[config.mk]
export PLATFORM = sky130hd
export DESIGN_NAME = pipeline_hazard_ctrl
export DESIGN_NICKNAME = d
export VERILOG_FILES = /design/src/rtl/pipeline_hazard_ctrl.sv
export SDC_FILE = /design/constraint.sdc
export NUM_CORES = 1
export LEC_CHECK = 0
export ABC_AREA = 1
export ABC_CLOCK_PERIOD_IN_PS = 2100
export BUFFER_PORTS_ARGS = -buffer_cell sky130_fd_sc_hd__buf_2
export CORE_MARGIN = 2
export CORE_UTILIZATION = 41
export DETAILED_ROUTE_END_ITERATION = 12
export PLACE_DENSITY = 0.8
export SYNTH_ARGS = -nofsm -noshare
export SYNTH_HDL_FRONTEND = slang
export SYNTH_SLANG_ARGS = --single-unit
[constraint.sdc]
create_clock -name clk -period 2.1 [get_ports clk]
set_input_delay 0.42 -clock clk [delete_from_list [all_inputs] [get_ports clk]]
set_output_delay 0.42 -clock clk [all_outputs]
set_load 0.05 [all_outputs]
[src/rtl/pipeline_hazard_ctrl.sv]
`default_nettype none
// ============================================================================
//  Module   : pipeline_hazard_ctrl
//  Purpose  : Central stall/flush sequencer for the 5-stage pipeline. Drives
//             the enable and synchronous-flush controls of the PC, IF/ID,
//             ID/EX, EX/MEM and MEM/WB registers. It resolves load-use,
//             taken branch/jump, multi-cycle EX (MUL/DIV) and data-memory
//             wait hazards. A two-state FSM and a countdown counter sequence
//             the multi-cycle unit.
//  Ports    : clk, reset (async, active high)
//             ID  : d_rs1, d_rs2, d_uses_rs1, d_uses_rs2
//             EX  : e_rd, e_is_load, e_pc_src, e_mc_start
//             MEM : m_mem_req, m_mem_ready
//             out : f_enable, fd_enable/flush, de_enable/flush,
//                   em_enable/flush, mw_flush, e_mc_busy, e_mc_done,
//                   perf_stall_cycles
//  Options  : PIPECTRL_PERF_EN - builds a saturating 32-bit counter of
//             cycles with f_enable==0; otherwise perf_stall_cycles is 0.
//  Revision : 1.0 - initial release
// ============================================================================
module pipeline_hazard_ctrl #(
   parameter int MC_CYCLES = 32,
   parameter int CNT_W     = $clog2(MC_CYCLES + 1)
) (
   input  logic        clk,
   input  logic        reset,
   input  logic [4:0]  d_rs1,
   input  logic [4:0]  d_rs2,
   input  logic        d_uses_rs1,
   input  logic        d_uses_rs2,
   input  logic [4:0]  e_rd,
   input  logic        e_is_load,
   input  logic        e_pc_src,
   input  logic        e_mc_start,
   input  logic        m_mem_req,
   input  logic        m_mem_ready,
   output logic        f_enable,
   output logic        fd_enable,
   output logic        fd_flush,
   output logic        de_enable,
   output logic        de_flush,
   output logic        em_enable,
   output logic        em_flush,
   output logic        mw_flush,
   output logic        e_mc_busy,
   output logic        e_mc_done,
   output logic [31:0] perf_stall_cycles
);

   typedef enum logic [0:0] {
      RUN     = 1'b0,
      MC_BUSY = 1'b1
   } state_t;

   state_t           state, state_nxt;
   logic [CNT_W-1:0] cnt, cnt_nxt;

   logic mem_stall;
   logic load_use;
   logic cnt_zero;
   logic mc_hold;

   assign mem_stall = m_mem_req & ~m_mem_ready;
   assign load_use  = e_is_load & (e_rd != 5'd0) &
                      ((d_uses_rs1 & (d_rs1 == e_rd)) |
                       (d_uses_rs2 & (d_rs2 == e_rd)));
   assign cnt_zero  = (cnt == '0);
   // On the final MC_BUSY cycle (cnt==0) the hold is released so EX advances.
   assign mc_hold   = ((state == RUN) & e_mc_start) |
                      ((state == MC_BUSY) & ~cnt_zero);

   always_ff @(posedge clk or posedge reset) begin
      if (reset) begin
         state <= RUN;
         cnt   <= '0;
      end else begin
         state <= state_nxt;
         cnt   <= cnt_nxt;
      end
   end

   always_comb begin
      state_nxt = state;
      cnt_nxt   = cnt;
      f_enable  = 1'b1;
      fd_enable = 1'b1;
      fd_flush  = 1'b0;
      de_enable = 1'b1;
      de_flush  = 1'b0;
      em_enable = 1'b1;
      em_flush  = 1'b0;
      mw_flush  = 1'b0;
      e_mc_busy = (state == MC_BUSY);
      e_mc_done = 1'b0;

      // A memory wait freezes the whole sequencer, including the countdown.
      if (!mem_stall) begin
         case (state)
            RUN: begin
               if (e_mc_start) begin
                  state_nxt = MC_BUSY;
                  cnt_nxt   = CNT_W'(MC_CYCLES - 1);
               end
            end
            MC_BUSY: begin
               if (cnt_zero) begin
                  state_nxt = RUN;
                  e_mc_done = 1'b1;
               end else begin
                  cnt_nxt = cnt - CNT_W'(1);
               end
            end
            default: state_nxt = RUN;
         endcase
      end

      if (mem_stall) begin
         f_enable  = 1'b0;
         fd_enable = 1'b0;
         de_enable = 1'b0;
         em_enable = 1'b0;
         mw_flush  = 1'b1;
      end else if (mc_hold) begin
         f_enable  = 1'b0;
         fd_enable = 1'b0;
         de_enable = 1'b0;
         em_flush  = 1'b1;
      end else if (e_pc_src) begin
         // Branch squashes the dependent ID instruction, so no load-use stall.
         fd_flush  = 1'b1;
         de_flush  = 1'b1;
      end else if (load_use) begin
         f_enable  = 1'b0;
         fd_enable = 1'b0;
         de_flush  = 1'b1;
      end

      if (reset) begin
         f_enable  = 1'b0;
         fd_enable = 1'b0;
         fd_flush  = 1'b0;
         de_enable = 1'b0;
         de_flush  = 1'b0;
         em_enable = 1'b0;
         em_flush  = 1'b0;
         mw_flush  = 1'b0;
         e_mc_busy = 1'b0;
         e_mc_done = 1'b0;
      end
   end

`ifdef PIPECTRL_PERF_EN
   logic [31:0] perf_cnt;

   always_ff @(posedge clk or posedge reset) begin
      if (reset) begin
         perf_cnt <= 32'd0;
      end else if (!f_enable && (perf_cnt != 32'hFFFF_FFFF)) begin
         perf_cnt <= perf_cnt + 32'd1;
      end
   end

   assign perf_stall_cycles = perf_cnt;
`else
   assign perf_stall_cycles = 32'd0;
`endif

endmodule
`default_nettype wire

==> run summary, run 1 <==
critical path arrival: 1630 ps
largest net degree at the start of global routing: 11
Worst VDD drop: 524 uV
IO Port Bufs: 33
share of layout cells above drive strength 1: 27.7%
Combinational Power Share: 61.5%
crit path cell chain: inv_2 > ha_4 > nand4_4 > a21oi_4 > nand2_2 > nand2_4 > buf_6
status: finished, final reports clean
highest achievable clock rate: 487 MHz
Longest Clk Path Bufs: 2
TritonRoute pass-1 iters: 4
Post-Syn Area: 956 um2
initial antenna violation count: 0
H-Tree Depth: 1
final core occ: 51.5%
Switching Power: 0.522 mW
# fillers: 245
Final Hold Viols: 0
DR WL/cell: 9.13 um
GP Congestion: 0.793
Worst Path Required: 1680 ps
final setup vio count: 0
CP max-delay cell: dfrtp_1
fin crit period: 2050 ps
Yosys cell types: 20
final worst-path setup slack: 46.7 ps
CTS tree: done
I/O pin cnt: 66
area leader, netlist: buf_4
synthesized flop and latch total: 7
Switching Fraction: 53.5%
core footprint: 2210 um2
Leakage: 0.734 nW
via count: 932
Synth top area share: 25.9%
share of the clock period used by the worst path: 97.8%
Final Slew Violations: 0
area growth from synthesis to layout: 19.2%
GRT overflow: 0
drt total wl: 2040 um
Num CTS Buffers: 3
Inserted Diodes: 0
detailed-route DRC error count: 0
Max Cap Viol: 0
sequential element share of the synthesized area: 18.3%
Internal Power: 0.453 mW
placed cell count: 216
type of origin of the critical path: register
Syn Area/Cell: 6.13 um2
DIE HEIGHT: 52.3 um
CP endpoint kind: output pin
Ys Warns: 0
antenna-violating nets left: 0
clock network power share: 13.3%
clock root cell: clkbuf_4
clock tree sinks: 7
Worst-path clk slew: 60 ps
Place WS: 127 ps
Max stage delay on crit path: 400 ps
DIE AREA: 2730 um2
Starting Density: 43.2%
Fin Hold WS: 157 ps
Die W: 52.3 um
vias in the first global route: 751
Synth Instances: 156
nets@finish: 222
Clock Skew: 7.54 ps
num rows: 17
reg-to-reg critical path startpoint: cnt[0]
initial drt markers: 7
Area contributors post-synth: buf_4 26%, dfrtp_1 18%, nand2_1 17%, inv_1 9.8%, nor2_1 6.3%
Flop pwr share: 25.1%
Final Non-Filler Cells: 223
PwrDens: 855 nW/um2
Crit. Startpoint: cnt[0]
via/cell ratio: 4.18
Clk Latency, worst-skew pair: 260 ps
first-pass GRT wire length: 3040 um
Detailed Place HPWL: 1560 um
GRT Total Usage: 14.9%
crit-path max FO: 4
WS Path Type: register to output pin
Hold Path Class: input pin to async pin
## cell families (layout without fill, tap and decap cells)
logic type	after synthesis	in the layout	share of synthesized area [%]
AO/OA/AOI/OAI	13	13	8.25
adder cells (fa/ha/maj)	2	2	2.62
other	1	32	0.392
XOR/XNOR	2	2	1.83
flip-flops	7	7	18.3
buffers and inverters	59	67	36.4
AND/OR/NAND/NOR	72	72	32.2
## worst max-delay path: cells and delay by family (launching register included)
kind,cells,cell delay [ps]
flops,1,400
compound gates,1,220
buf+inv,2,270
fa+ha+maj,1,150
simple gates,3,330
## layout by cell type, fill, tap and decap left out, drive strengths merged
cell type,n
xor2,2
ha,2
conb,32
nand3,7
nand2,44
clkbuf,4
buf,37
nand4,2
dfrtp,7
o21bai,1
a21oi,1
nor2,16
inv,26
or2,3
o21ai,11
## through the flow
step / cell area [um2] / TNS [ps] / power [mW]
2_1_floorplan: 1080 / -241 / 0.705
3_3_place_gp: 1040 / 0 / 0.739
3_5_place_dp: 1040 / 0 / 0.751
4_1_cts: 1080 / -13.2 / 0.887
5_1_grt: 1140 / -11.2 / 1.05
6_report: 1140 / 0 / 0.975
## cell type report
class	count	area [um2]	area share [%]
Inverter	26	100	8.78
Sequential cell	7	175	15.4
Clock buffer	4	26.3	2.31
Timing Repair Buffer	37	220	19.3
Multi-Input combinational cell	121	583	51.2
Tap cell	28	35.0	3.07
## cell usage after synthesis
cell type and instances:
inv_4 1, nand3_1 6, conb_1 1, xor2_1 2, nand4_2 1, nand4_1 1, ha_1 2, a21oi_4 1
dfrtp_1 7, nand2_2 1, nand3_2 1, buf_4 33, o21bai_1 1, or2_4 1, nand2_1 43, inv_1 25
o21ai_1 5, or2_2 2, nor2_1 16, o21ai_0 6
## registers in the layout, indices dropped and copies added, names as in the netlist
register,cells
cnt,6
state,1
## path summary, 6_finish.rpt
kind	to	cells after the start	slack [ps]
setup / recovery	fd_enable	7	50
hold / removal	state	3	160
setup reg to reg	cnt[0]	8	660
hold reg to reg	cnt[5]	2	560
max in group asynchronous	cnt[0]	3	1810
min in group clk	state	3	500
## power by group through the flow
| stage | Clock [mW] | Sequential [mW] | Combinational, mW |
|---|---|---|---|
| after floorplan | 0 | 0.225 | 0.480 |
| after global placement | 0 | 0.235 | 0.504 |
| after detailed placement | 0 | 0.238 | 0.513 |
| after CTS | 0.130 | 0.237 | 0.520 |
| after global routing | 0.137 | 0.253 | 0.662 |
| final | 0.130 | 0.245 | 0.600 |
## routing by layer
layer  part of all wire [%]  up-vias  global-route usage, %  wire (um)
met5                      0        -                      0          0
met4                   0.15        0                   3.42          3
met3                    7.0        2                   3.43        143
met2                     52       41                   26.5       1060
met1                     41      406                   17.9        830
li1                       -      483                      -          -
## what timing repair did
| item | CTS | global route |
|---|---|---|
| hold buffers | 0 | 0 |
| gates resized for setup | 6 | 9 |
| pin swaps | 1 | 2 |
| buffers inserted | 0 | 3 |
| endpoints found under the setup margin | 5 | 5 |
Note: power is estimated with default switching activity, not from simulation.
==> inputs of run 2 (changes only) <==
- REMOVE_ABC_BUFFERS: not set -> 1
- SETUP_SLACK_MARGIN: not set -> 0.15
==> run 2 against run 1 <==
  * Maximum frequency up 6.4%
  * Sequential cell count did not move
  * First-iteration DRC count grew 71%
  * Combinational power rose by 6.8%
  * Via count fell by 2.1%
  * Non-clock buffer count increased by 3
  * Worst setup slack improved by 120 ps
  * Cell count is 1.3% higher
  * Global-route usage is 0.18 points lower
  * Hold slack improved by 10 ps
==> run summary, run 2 (synthesized netlist as in run 1, its figures left out) <==
clock root cell: clkbuf_4
met2 wire len: 947 um
metal3 WL: 176 um
I/O pin cnt: 66
final core occ: 53.2%
CP bufs+invs: 1
final worst-path setup slack: 170 ps
DIE HEIGHT: 52.3 um
IO Port Bufs: 33
Worst-path clk slew: 60 ps
via count: 912
cell mode on critical path: nand2_2
nets@finish: 225
Worst VDD drop: 654 uV
Final Slew Violations: 0
status: finished, final reports clean
largest net degree at the start of global routing: 11
critical path arrival: 1510 ps
num rows: 17
Final Non-Filler Cells: 226
register name with the most flops: cnt
initial antenna violation count: 0
first-pass GRT wire length: 2930 um
GRT overflow: 0
crit path cell chain: or2_4 > a21oi_4 > nand2_2 > nand2_2 > buf_8
M1 wire length: 780 um
antenna-violating nets left: 0
clock tree sinks: 7
WS Path Type: register to output pin
Placed Instance Area: 1030 um2
unrepaired setup endpoints after global routing: yes
Max Cap Viol: 0
Clk Latency, worst-skew pair: 260 ps
most frequent cells in the layout: 42 x nand2_1, 32 x conb_1, 27 x buf_2, 23 x inv_1, 14 x nor2_1
detailed-route DRC error count: 0
commonest non-fill, non-tap cell in the layout: nand2_1
DR WL/cell: 8.55 um
Inserted Diodes: 0
Final Hold Viols: 0
top sig layer: met4
Starting Density: 43.2%
area growth from synthesis to layout: 23.0%
GP Congestion: 0.844
Fin Hold WS: 168 ps
Largest regs: cnt (6), state (1)
Die W: 52.3 um
final instance area: 1180 um2
final setup vio count: 0
type of origin of the critical path: register
Leakage: 0.748 nW
CP max-delay cell: dfrtp_2
via/cell ratio: 4.04
crit-path max FO: 4
share of layout cells above drive strength 1: 29.3%
Num CTS Buffers: 3
max reg flops: 6
CP endpoint kind: output pin
Hold Path Class: input pin to async pin
DIE AREA: 2730 um2
vias in the first global route: 706
drt total wl: 1930 um
Clock Skew: 2.87 ps
placed cell count: 216
core footprint: 2210 um2
initial drt markers: 12
highest achievable clock rate: 518 MHz
family with the most delay on the worst path: simple AND/OR/NAND/NOR gates
Longest Clk Path Bufs: 2
GRT Total Usage: 14.7%
H-Tree Depth: 1
number of hold buffers added after CTS: 0
Worst Path Required: 1680 ps
Max stage delay on crit path: 420 ps
Detailed Place HPWL: 1440 um
share of the clock period used by the worst path: 91.9%
fin crit period: 1930 ps
TritonRoute pass-1 iters: 4
PwrDens: 869 nW/um2
Place WS: 175 ps
CTS tree: done
[run 2: changes by cell type in the layout (fill, tap and decap cells not counted), sizes merged]
cell    change
clkbuf      +2
buf         +1
[run 2: worst reg2reg max path: cells and delay by family (launching register included)]
kind	cells	cell delay (ps)
fa+ha+maj	1	210
buf+inv	2	210
flops	1	380
simple gates	3	410
compound gates	1	70
[run 2: what timing repair did]
| item | CTS | global route |
|---|---|---|
| buffers inserted | 4 | 2 |
| resized for setup | 19 | 3 |
| pin swaps | 5 | 1 |
| endpoints found under the setup margin | 6 | 7 |
[run 2: final timing paths]
kind | from | endpoint | slack, ps | depth (start not counted)
setup / recovery | state | f_enable | 170 | 5
hold / removal | reset | cnt[4] | 170 | 3
setup reg to reg | cnt[0] | cnt[2] | 730 | 7
hold reg to reg | cnt[5] | cnt[5] | 570 | 2
max in group asynchronous | reset | state | 1800 | 3
min in group clk | m_mem_ready | state | 500 | 3
[run 2: per-layer routing]
metal | vias up | global-route usage [%]
met5 | - | 0
met4 | 0 | 3.42
met3 | 5 | 5.43
met2 | 44 | 24.8
met1 | 378 | 17.5
li1 | 485 | -
[run 2: power by group]
part	switching [mW]	internal, mW
registers	0.0576	0.193
clock network	0.0569	0.0730
logic	0.418	0.223
[run 2: layout make-up]
class / count / area, um2
clock buffers: 4 / 26.3
fillers: 226 / 1040
inverters: 26 / 100
multi-input cells: 121 / 583
flip-flops and latches: 7 / 176
well taps: 28 / 35.0
repair buffers: 40 / 255
[run 2: metrics by stage]
step / power (mW) / setup TNS, ps
3_5_place_dp: 0.742 / 0
6_report: 1.02 / 0
4_1_cts: 0.992 / 0
2_1_floorplan: 0.651 / -687
5_1_grt: 1.10 / 0
3_3_place_gp: 0.738 / 0
